$ cat src/rtl/aes_req_arbiter_if.sv
// Bundles the requester, AES-core and response signals of aes_req_arbiter.
// The arbiter connects through the slave modport; requesters, core and consumer use master.
interface aes_req_arbiter_if #(
  parameter int NUM_REQ = 4
);
  localparam int IDW = $clog2(NUM_REQ);

  // Handshakes: a transfer happens in a cycle where valid && ready are both high
  // at the rising clock edge. A raised valid holds its data stable until that
  // transfer. The core path (aes_valid_in/aes_valid_out) is a pulse with no ready.
  logic [NUM_REQ-1:0]     req_valid;
  logic [NUM_REQ-1:0]     req_ready;
  logic [NUM_REQ*128-1:0] req_key;
  logic [NUM_REQ*128-1:0] req_plain;
  logic                   aes_valid_in;
  logic [127:0]           aes_key;
  logic [127:0]           aes_plain;
  logic                   aes_valid_out;
  logic [127:0]           aes_cipher;
  logic                   resp_valid;
  logic                   resp_ready;
  logic [IDW-1:0]         resp_id;
  logic [127:0]           resp_data;

  modport slave (
    input  req_valid, req_key, req_plain, aes_valid_out, aes_cipher, resp_ready,
    output req_ready, aes_valid_in, aes_key, aes_plain, resp_valid, resp_id, resp_data
  );

  modport master (
    output req_valid, req_key, req_plain, aes_valid_out, aes_cipher, resp_ready,
    input  req_ready, aes_valid_in, aes_key, aes_plain, resp_valid, resp_id, resp_data
  );
endinterface

$ cat src/rtl/aes_req_arbiter.sv
// Round-robin, credit-limited sharing of one fixed-latency pipelined AES-128 core.
// Optional watchdog on stalled core results: define AES_ARB_WATCHDOG_EN.
module aes_req_arbiter #(
  parameter int NUM_REQ = 4,
  parameter int MAX_OUT = 16,
  parameter int TIMEOUT = 64
) (
  input  logic             clk,
  input  logic             rst_n,
  aes_req_arbiter_if.slave bus,
  output logic             idle,
  output logic             err_spurious,
  output logic             err_timeout
);
  localparam int IDW = $clog2(NUM_REQ);
  localparam int AW  = $clog2(MAX_OUT);
  localparam int CW  = $clog2(MAX_OUT + 1);
  localparam logic [CW-1:0]  MAX_CRED = CW'(MAX_OUT);
  localparam logic [IDW:0]   NR       = (IDW + 1)'(NUM_REQ);
  localparam logic [IDW-1:0] LAST_IDX = IDW'(NUM_REQ - 1);

  logic [IDW-1:0]   rr_ptr;
  logic [IDW-1:0]   grant_idx;
  logic [IDW-1:0]   scan_idx;
  logic [IDW:0]     scan_sum;
  logic             grant_found;
  logic             accept;
  logic             pop_resp;
  logic             tag_empty;
  logic             tag_pop;
  logic [CW-1:0]    credits;
  logic [CW-1:0]    tag_cnt;
  logic [CW-1:0]    resp_cnt;
  logic [AW-1:0]    tag_wr;
  logic [AW-1:0]    tag_rd;
  logic [AW-1:0]    resp_wr;
  logic [AW-1:0]    resp_rd;
  logic [IDW-1:0]   tag_mem [MAX_OUT];
  logic [IDW+127:0] resp_mem [MAX_OUT];
  logic [IDW+127:0] resp_head;
  logic [127:0]     sel_key;
  logic [127:0]     sel_plain;

  // First valid requester at or after rr_ptr, wrapping modulo NUM_REQ.
  always_comb begin
    grant_found = 1'b0;
    grant_idx   = '0;
    scan_sum    = '0;
    scan_idx    = '0;
    for (int k = 0; k < NUM_REQ; k++) begin
      scan_sum = {1'b0, rr_ptr} + (IDW + 1)'(k);
      if (scan_sum >= NR) scan_sum = scan_sum - NR;
      scan_idx = scan_sum[IDW-1:0];
      if (!grant_found && bus.req_valid[scan_idx]) begin
        grant_found = 1'b1;
        grant_idx   = scan_idx;
      end
    end
  end

  always_comb begin
    sel_key   = '0;
    sel_plain = '0;
    for (int i = 0; i < NUM_REQ; i++) begin
      if (grant_idx == IDW'(i)) begin
        sel_key   = bus.req_key[i*128 +: 128];
        sel_plain = bus.req_plain[i*128 +: 128];
      end
    end
  end

  assign accept    = grant_found && (credits < MAX_CRED);
  assign tag_empty = (tag_cnt == '0);
  assign tag_pop   = bus.aes_valid_out && !tag_empty;
  assign pop_resp  = bus.resp_valid && bus.resp_ready;
  assign idle      = (credits == '0);

  always_comb begin
    bus.req_ready = '0;
    if (accept) bus.req_ready[grant_idx] = 1'b1;
  end

  // Head entry is masked while empty so the outputs read zero out of reset.
  assign resp_head      = resp_mem[resp_rd];
  assign bus.resp_valid = (resp_cnt != '0);
  assign bus.resp_id    = bus.resp_valid ? resp_head[IDW+127:128] : '0;
  assign bus.resp_data  = bus.resp_valid ? resp_head[127:0] : '0;

  always_ff @(posedge clk) begin
    if (!rst_n) begin
      rr_ptr           <= '0;
      credits          <= '0;
      bus.aes_valid_in <= 1'b0;
      bus.aes_key      <= '0;
      bus.aes_plain    <= '0;
      err_spurious     <= 1'b0;
      tag_wr           <= '0;
      tag_rd           <= '0;
      tag_cnt          <= '0;
      resp_wr          <= '0;
      resp_rd          <= '0;
      resp_cnt         <= '0;
    end else begin
      bus.aes_valid_in <= accept;
      if (accept) begin
        bus.aes_key   <= sel_key;
        bus.aes_plain <= sel_plain;
        rr_ptr        <= (grant_idx == LAST_IDX) ? '0 : grant_idx + IDW'(1);
        tag_wr        <= tag_wr + AW'(1);
      end
      if (accept && !pop_resp) credits <= credits + CW'(1);
      else if (!accept && pop_resp) credits <= credits - CW'(1);
      if (tag_pop) begin
        tag_rd  <= tag_rd + AW'(1);
        resp_wr <= resp_wr + AW'(1);
      end
      if (pop_resp) resp_rd <= resp_rd + AW'(1);
      tag_cnt  <= tag_cnt + CW'(accept) - CW'(tag_pop);
      resp_cnt <= resp_cnt + CW'(tag_pop) - CW'(pop_resp);
      // A core result with no outstanding tag has no owner: drop it and flag.
      if (bus.aes_valid_out && tag_empty) err_spurious <= 1'b1;
    end
  end

  always_ff @(posedge clk) begin
    if (accept) tag_mem[tag_wr] <= grant_idx;
    if (tag_pop) resp_mem[resp_wr] <= {tag_mem[tag_rd], bus.aes_cipher};
  end

`ifdef AES_ARB_WATCHDOG_EN
  localparam int WW = $clog2(TIMEOUT + 1);
  logic [WW-1:0] wd_cnt;

  // Counts cycles an issued op waits for the core; saturates at TIMEOUT.
  always_ff @(posedge clk) begin
    if (!rst_n) begin
      wd_cnt      <= '0;
      err_timeout <= 1'b0;
    end else if (!tag_empty && !bus.aes_valid_out) begin
      if (wd_cnt != WW'(TIMEOUT)) wd_cnt <= wd_cnt + WW'(1);
      if (wd_cnt == WW'(TIMEOUT - 1)) err_timeout <= 1'b1;
    end else begin
      wd_cnt <= '0;
    end
  end
`else
  // Watchdog absent: the flag is constant zero.
  assign err_timeout = 1'b0 & (TIMEOUT != 0);
`endif
endmodule

$ cat src/flat_wrapper.sv
// flat-port wrapper written by rule: the top's interface ports become plain ports
module aes_req_arbiter_flat 
#(
  parameter int NUM_REQ = 4,
  parameter int MAX_OUT = 16,
  parameter int TIMEOUT = 64
)
  (clk, rst_n, idle, err_spurious, err_timeout, bus_req_valid, bus_req_key, bus_req_plain, bus_aes_valid_out, bus_aes_cipher, bus_resp_ready, bus_req_ready, bus_aes_valid_in, bus_aes_key, bus_aes_plain, bus_resp_valid, bus_resp_id, bus_resp_data);
  aes_req_arbiter_if #(.NUM_REQ(NUM_REQ)) bus_i ();
  input  logic clk;
  input  logic rst_n;
  output logic idle;
  output logic err_spurious;
  output logic err_timeout;
  input wire logic [$bits(bus_i.req_valid)-1:0] bus_req_valid;
  input wire logic [$bits(bus_i.req_key)-1:0] bus_req_key;
  input wire logic [$bits(bus_i.req_plain)-1:0] bus_req_plain;
  input wire logic [$bits(bus_i.aes_valid_out)-1:0] bus_aes_valid_out;
  input wire logic [$bits(bus_i.aes_cipher)-1:0] bus_aes_cipher;
  input wire logic [$bits(bus_i.resp_ready)-1:0] bus_resp_ready;
  output wire logic [$bits(bus_i.req_ready)-1:0] bus_req_ready;
  output wire logic [$bits(bus_i.aes_valid_in)-1:0] bus_aes_valid_in;
  output wire logic [$bits(bus_i.aes_key)-1:0] bus_aes_key;
  output wire logic [$bits(bus_i.aes_plain)-1:0] bus_aes_plain;
  output wire logic [$bits(bus_i.resp_valid)-1:0] bus_resp_valid;
  output wire logic [$bits(bus_i.resp_id)-1:0] bus_resp_id;
  output wire logic [$bits(bus_i.resp_data)-1:0] bus_resp_data;
  assign bus_i.req_valid = bus_req_valid;
  assign bus_i.req_key = bus_req_key;
  assign bus_i.req_plain = bus_req_plain;
  assign bus_i.aes_valid_out = bus_aes_valid_out;
  assign bus_i.aes_cipher = bus_aes_cipher;
  assign bus_i.resp_ready = bus_resp_ready;
  assign bus_req_ready = bus_i.req_ready;
  assign bus_aes_valid_in = bus_i.aes_valid_in;
  assign bus_aes_key = bus_i.aes_key;
  assign bus_aes_plain = bus_i.aes_plain;
  assign bus_resp_valid = bus_i.resp_valid;
  assign bus_resp_id = bus_i.resp_id;
  assign bus_resp_data = bus_i.resp_data;
  aes_req_arbiter #(.NUM_REQ(NUM_REQ), .MAX_OUT(MAX_OUT), .TIMEOUT(TIMEOUT)) u_core (.clk(clk), .rst_n(rst_n), .bus(bus_i), .idle(idle), .err_spurious(err_spurious), .err_timeout(err_timeout));
endmodule
$ cat config.mk
export PLATFORM = sky130hd
export DESIGN_NAME = aes_req_arbiter_flat
export DESIGN_NICKNAME = d
export VERILOG_FILES = /design/src/rtl/aes_req_arbiter_if.sv /design/src/rtl/aes_req_arbiter.sv /design/src/flat_wrapper.sv
export SDC_FILE = /design/constraint.sdc
export NUM_CORES = 2
export LEC_CHECK = 0
export CORE_AREA = 10 10 603 605
export DETAILED_ROUTE_END_ITERATION = 8
export DIE_AREA = 0 0 613 615
export PLACE_DENSITY_LB_ADDON = 0.05
export SLEW_MARGIN = 10
export SYNTH_ARGS = -nofsm -noshare
export SYNTH_HDL_FRONTEND = slang
export SYNTH_SLANG_ARGS = --single-unit
$ cat constraint.sdc
create_clock -name clk -period 29.9 [get_ports clk]
set_input_delay 5.98 -clock clk [delete_from_list [all_inputs] [get_ports clk]]
set_output_delay 5.98 -clock clk [all_outputs]
set_load 0.01 [all_outputs]
Word-level counts from Yosys, hierarchy flattened

Memory sizes are Yosys's and may differ from the RTL's. A register that Yosys moved wholly into a read port is not among the register bits.
Cells that the tools add are included.

Memories kept: 2
Bits in registers: 291
Word-level logic and storage cells: 111
RAM bits: 2112
Input bits: 1160

Equality and inequality tests: 3
Reductions and logical operators: 21
$add $sub $neg: 18
Multiplexer cells: 44
Order comparisons: 11

Memories:

| memory          | words | width | read ports | clocked after Yosys merged registers in | write ports | line                  | RTL |
|---|---|---|---|---|---|---|---|
| u_core.resp_mem | 16    | 130   | 1          | 1                                       | 1           | aes_req_arbiter.sv:39 | `logic [IDW+127:0] resp_mem [MAX_OUT];` |
| u_core.tag_mem  | 16    | 2     | 1          | 1                                       | 1           | aes_req_arbiter.sv:38 | `logic [IDW-1:0] tag_mem [MAX_OUT];` |

Operators by type and width:

| operator                                                           | count |
|---|---|
| 2-to-1 mux 128 bit                                                 | 9 |
| 2-to-1 mux 2 bit                                                   | 10 |
| 2-to-1 mux 4 bit                                                   | 5 |
| adder 4 x 1 -> 4 bit (second input constant)                       | 4 |
| less-than comparator 2 x 3 -> 1 bit (second input constant)        | 5 |
| 2-to-1 mux 1 bit                                                   | 13 |
| adder 5 x 1 -> 5 bit                                               | 2 |
| logical AND 1 bit                                                  | 10 |
| zero test 5 bit                                                    | 2 |
| 2-to-1 mux 5 bit                                                   | 2 |
| subtractor 5 x 1 -> 5 bit                                          | 2 |
| greater-or-equal comparator 3 bit (second input constant)          | 3 |
| binary-select mux 1 bit (select 2 bit)                             | 4 |
| subtractor 2 x 1 -> 2 bit (second input constant)                  | 4 |
| adder 2 x 2 -> 3 bit (second input constant)                       | 2 |
| zero test 1 bit                                                    | 6 |
| adder 5 x 1 -> 5 bit (second input constant)                       | 1 |
| less-than comparator 5 bit (second input constant)                 | 1 |
| nonzero test 5 bit                                                 | 1 |
| subtractor 5 x 1 -> 5 bit (second input constant)                  | 1 |
| == test 2 bit (second input constant)                              | 2 |
| adder 2 x 1 -> 3 bit (second input constant)                       | 1 |
| greater-or-equal comparator 2 x 3 -> 1 bit (second input constant) | 1 |
| adder 2 x 1 -> 2 bit (second input constant)                       | 1 |
| other kinds (5)                                                    | 5 |

Longest topological paths before layout

Word-level depth: 19
Mapped depth: 15
Depth with buffers taken out: 14

Least setup slack after synthesis

OpenSTA, ideal clock, no wires.

Kind: in2reg
Start point: input port bus_aes_valid_out
End point: memory u_core.resp_mem[0][0] (netlist bit), enable pin
Stages on the path: 4
Required time: 29.122 ns
Buffers on the path: 0
Arrival: 15.088 ns
Slack: 14.034 ns
Cell sequence: nand2_1 inv_2 nand2_1 nor3_1

Longest elaborated chain between the ends: 3

Ends and longest elaborated chain:

| element                                | line                   | RTL |
|---|---|---|
| start, declared                        | flat_wrapper.sv:18     | `input wire logic [$bits(bus_i.aes_valid_out)-1:0] bus_aes_valid_out;` |
| logical AND 1 bit                      | aes_req_arbiter.sv:74  | `assign tag_pop = bus.aes_valid_out && !tag_empty;` |
| net u_core.tag_pop                     | aes_req_arbiter.sv:30  | `logic tag_pop;` |
| 2-to-1 mux 1 bit                       | aes_req_arbiter.sv:127 | `if (tag_pop) resp_mem[resp_wr] <= {tag_mem[tag_rd], bus.aes_cipher};` |
| 2-to-1 mux 1 bit (implied by the code) | aes_req_arbiter.sv:127 |  |
| end, declared                          | aes_req_arbiter.sv:39  |  |

The timed path passes the listed nets, and every way through them passes these cells.

Final worst setup path

Start point: input port bus_req_valid[0]
End point: output port bus_req_ready[2]

Longest elaborated chain between the ends: 17

Ends and longest elaborated chain:

| element                                                                                                                 | line                  | RTL |
|---|---|---|
| start, declared                                                                                                         | flat_wrapper.sv:15    | `input wire logic [$bits(bus_i.req_valid)-1:0] bus_req_valid;` |
| binary-select mux 1 bit (select 2 bit)                                                                                  | aes_req_arbiter.sv:54 | `if (!grant_found && bus.req_valid[scan_idx]) begin` |
| 2-to-1 mux 1 bit (implied by the code)                                                                                  | aes_req_arbiter.sv:54 |  |
| 2-to-1 mux 1 bit                                                                                                        | aes_req_arbiter.sv:54 |  |
| zero test 1 bit                                                                                                         | aes_req_arbiter.sv:54 |  |
| logical AND 1 bit                                                                                                       | aes_req_arbiter.sv:54 |  |
| 2-to-1 mux 1 bit                                                                                                        | aes_req_arbiter.sv:54 |  |
| zero test 1 bit                                                                                                         | aes_req_arbiter.sv:54 |  |
| logical AND 1 bit                                                                                                       | aes_req_arbiter.sv:54 |  |
| (+2 left out)                                                                                                           | n/a                   |  |
| logical AND 1 bit                                                                                                       | aes_req_arbiter.sv:54 |  |
| 2-to-1 mux 2 bit *                                                                                                      | aes_req_arbiter.sv:54 |  |
| net u_core.grant_idx[1]                                                                                                 | aes_req_arbiter.sv:23 | `logic [IDW-1:0] grant_idx;` |
| less-than comparator 2 x 3 -> 1 bit (implied by the code) or greater-or-equal comparator 2 x 1 -> 1 bit (tied branches) | aes_req_arbiter.sv:80 | `if (accept) bus.req_ready[grant_idx] = 1'b1;` |
| logical AND 1 bit (implied by the code)                                                                                 | aes_req_arbiter.sv:80 |  |
| 2-to-1 mux 1 bit (implied by the code)                                                                                  | aes_req_arbiter.sv:80 |  |
| demux 1 bit (select 2 bit) *                                                                                            | n/a                   |  |
| 2-to-1 mux 4 bit *                                                                                                      | aes_req_arbiter.sv:80 |  |
| end, declared                                                                                                           | flat_wrapper.sv:21    | `output wire logic [$bits(bus_i.req_ready)-1:0] bus_req_ready;` |

The timed path passes the listed nets; every way through them passes the cells marked *. The select of a mux whose other input is x is not followed.

==> results.md <==
- Status: complete, no violations
- Final #Nets: 8,699
- Synth warnings: 0
- CP required: 23.92 ns
- IO Port Bufs: 1,553
- Fillers: 33,526
- Clk Latency, worst-skew pair: 0.95 ns
- Final min period: 15.22 ns
- # rows: 218
- Worst r2r path cells: 13
- Setup-failing EPs final: 0
- Synthesized area per cell: 16.5 µm²
- Synthesized instance count: 5,986
- Largest net degree at the start of global routing: 147
- Post-synth top area cell: edfxtp_1
- DRC marker count from the first detailed-route iteration: 6,595
- Hold Crit Depth: 2
- Die H: 615 µm
- Final cell count without fillers: 12,534
- Worst path max stage delay: 0.73 ns
- Max Freq: 0.0657 GHz
- Sw Ratio: 36.7%
- Int Pwr: 7.65 mW
- TritonCTS Buffers: 294
- CP max stage cell: o22a_1
- Inst Count DP: 11,830
- Ranking of synthesized cells by area: edfxtp_1 64%, mux4_2 9.2%, dfxtp_1 6.1%
- HP Class: register to register
- Flop pwr share: 35.8%
- Worst-path maximum fanout: 41
- Final hold vios: 0
- Distinct cell type count after synthesis: 49
- H-tree levels: 5
- WP buf/inv: 2
- Cell Area, Synth: 98,600 µm²
- Synth top area share: 64.3%
- Setup TNS Final: 0 ns
- Sequential element share of the synthesized area: 70.4%
- Syn Nets: 7,179
- Post-CTS setup buffer count: 0
- Synth async-reset ratio: 0%
- Share of cells above drive strength 1: 14.2%
- Clock Tree Buf Depth: 4
- Gpl congestion: 1.06
- Register bit total from synthesis: 2,411
- # DRC: 0
- Pwr dens: 93.7 nW/µm²
- # hold bufs at CTS: 0
- DP Wirelength: 399 mm
- Core area: 351,000 µm²
- RSZ-0062 raised after global routing: false
- Critical-path cell list: clkdlybuf4s50_1 > a21oi_1 > nor2_1 > nor2_1 > o22a_1 > ha_4 > and3_1 > clkdlybuf4s50_1
- Flop-to-flop setup slack: 24.22 ns
- VDD IR max: 92.2 µV
- Crit path DAT: 9.24 ns
- Clock skew: 0.0620 ns
- GR Overflow Total: 0
- Total area of sequential cells: 69,400 µm²
- PnR Total Power: 12.1 mW
- Worst setup endpoint: bus_req_ready[2]
- Multi-input logic area: 26,100 µm²
- Slew at the pin closest to its max-slew limit: 1.21 ns
- Startpoint types: primary input
- Slew Limit Headroom: 18.7%
- Layout Area Growth over Synthesis: 30.8%
- NetSw: 4.44 mW
- Worst setup EP type: primary output
- Final Cycle Share: 50.9%
- Die Wd: 613 µm
- Worst setup startpoint: bus_req_valid[0]
- CTS clock-pin slew for the worst setup and hold paths: 0.05 ns
- Initial antenna violation count: 310
- Total global-route track usage: 28.3%
- Number of synthesized flops with an enable pin: 2,112
- Critical path class: primary input to primary output
- Comb pwr share: 35.4%
- Hold Crit Start: u_core.resp_rd[1]
- Overall die area: 377,000 µm²
- Post-DR wirelength/cell: 44.5 µm
- R2r endpoint: u_core.bus.aes_plain[64]
- Remaining antenna violation count: 0
- First-pass GRT wire length: 709 mm
- Levels on crit path: 8
- Max Slew Vio Count: 0
- Crit path max-delay family: buffers and inverters
- R2R Path Start: u_core.rr_ptr[0]
- Pleak: 41.8 nW
- Clk network pwr share: 28.8%
- Initial Util: 28.1%
- Max_cap viols: 0
- WL final: 558 mm
- CTS root buf: clkbuf_16
- I/O pin cnt: 1,555
- Via count of the routed design: 66,593
- Avg Vias per Cell: 5.31
- TritonCTS clock tree: built
- Cts repair resizes: 0
- Clock sinks: 2,411
- DR pass1 iterations: 7
- Dominant synthesized flop cell: edfxtp_1
- Vias in the first global route: 65,223
- Final core occ: 36.7%
## power by group through the flow
| stage | Combinational (mW) | Sequential [mW] | Clock [mW] |
|---|---|---|---|
| 4_1_cts | 4.34 | 4.32 | 3.57 |
| 2_1_floorplan | 2.03 | 4.23 | 0 |
| 3_5_place_dp | 4.32 | 4.39 | 0 |
| 5_1_grt | 4.49 | 4.33 | 3.69 |
| 3_3_place_gp | 4.32 | 4.38 | 0 |
| 6_report | 4.28 | 4.33 | 3.48 |
## worst min-delay path by stage
stage                    end
floorplan           register
global placement    register
detailed placement  register
CTS                 register
global route        register
finish              register
## logic make-up (layout without fill, tap and decap cells)
| kind of cell | after synthesis | after routing | share of synthesized area, % |
|---|---|---|---|
| other | 1 | 182 | 0.00380 |
| AND/OR/NAND/NOR | 387 | 387 | 1.76 |
| AO/OA/AOI/OAI | 1697 | 1697 | 12.1 |
| buffers and inverters | 772 | 2519 | 3.28 |
| multiplexers | 664 | 664 | 11.8 |
| flip-flops | 2411 | 2411 | 70.4 |
| adder cells (fa/ha/maj) | 33 | 33 | 0.442 |
| XOR/XNOR | 21 | 21 | 0.187 |
## registers in the layout, summed over array words and instances (netlist names), 2 cells and up, named ones only
| signal | count |
|---|---|
| u_core.resp_wr | 4 |
| u_core.bus.aes_plain | 128 |
| u_core.resp_cnt | 5 |
| u_core.tag_mem | 32 |
| u_core.resp_rd | 4 |
| u_core.tag_wr | 4 |
| u_core.tag_cnt | 5 |
| u_core.bus.aes_key | 128 |
| u_core.resp_mem | 2080 |
| u_core.credits | 5 |
| u_core.tag_rd | 4 |
| u_core.rr_ptr | 2 |
## layer usage
layer	vias up	GRT usage, %	wire length [µm]	share of wire, %
li1	27519	-	-	-
met3	893	6.90	38200	6.9
met4	78	12.2	27700	5.0
met1	35459	36.1	229000	41
met2	2644	45.9	262000	47
met5	-	0	503	0.090
## cells in the final DEF, fill, tap and decap left out, types with 143 or more instances in the layout
master	instances
nand2_1	151
o21ai_0	220
clkdlybuf4s50_1	1552
diode_2	181
mux2i_1	261
a21oi_1	527
mux4_2	401
a22oi_1	158
dfxtp_1	296
buf_4	143
clkbuf_16	296
a211o_1	256
edfxtp_1	2112
a221oi_1	256
inv_1	281
## tightest hold or removal path, stage by stage (launching register included)
cell and delay (ns):
dfxtp_1 0.32, nand2_1 0.06, a21oi_1 0.06
## cells in the mapped netlist (100+ instances only)
cell and count:
nand2_1 152, edfxtp_1 2112, buf_2 116, a221oi_1 257, o21ai_0 220, a21oi_1 528, nand3_1 139, clkbuf_1 322
a22oi_1 158, a22oi_2 100, mux4_2 401, dfxtp_1 299, a211o_1 256, mux2i_1 261, o211ai_1 129, inv_1 281
## through the flow
step	hold slack, ns	instance area, µm²	setup WS, ns
2_1_floorplan	0.463	98600	14.03
3_3_place_gp	0.482	119000	14.62
3_5_place_dp	0.481	119000	14.69
4_1_cts	0.490	129000	14.68
5_1_grt	0.514	129000	14.57
6_report	0.491	129000	14.68
## layout make-up
class | count | share of cell area (%)
Antenna cell | 181 | 0.351
Tap cell | 4620 | 4.48
Clock inverter | 159 | 1.12
Multi-Input combinational cell | 2803 | 20.3
Inverter | 283 | 0.829
Timing Repair Buffer | 1713 | 13.1
Sequential cell | 2411 | 53.8
Clock buffer | 364 | 5.98
Note: power is estimated with default switching activity, not from simulation.
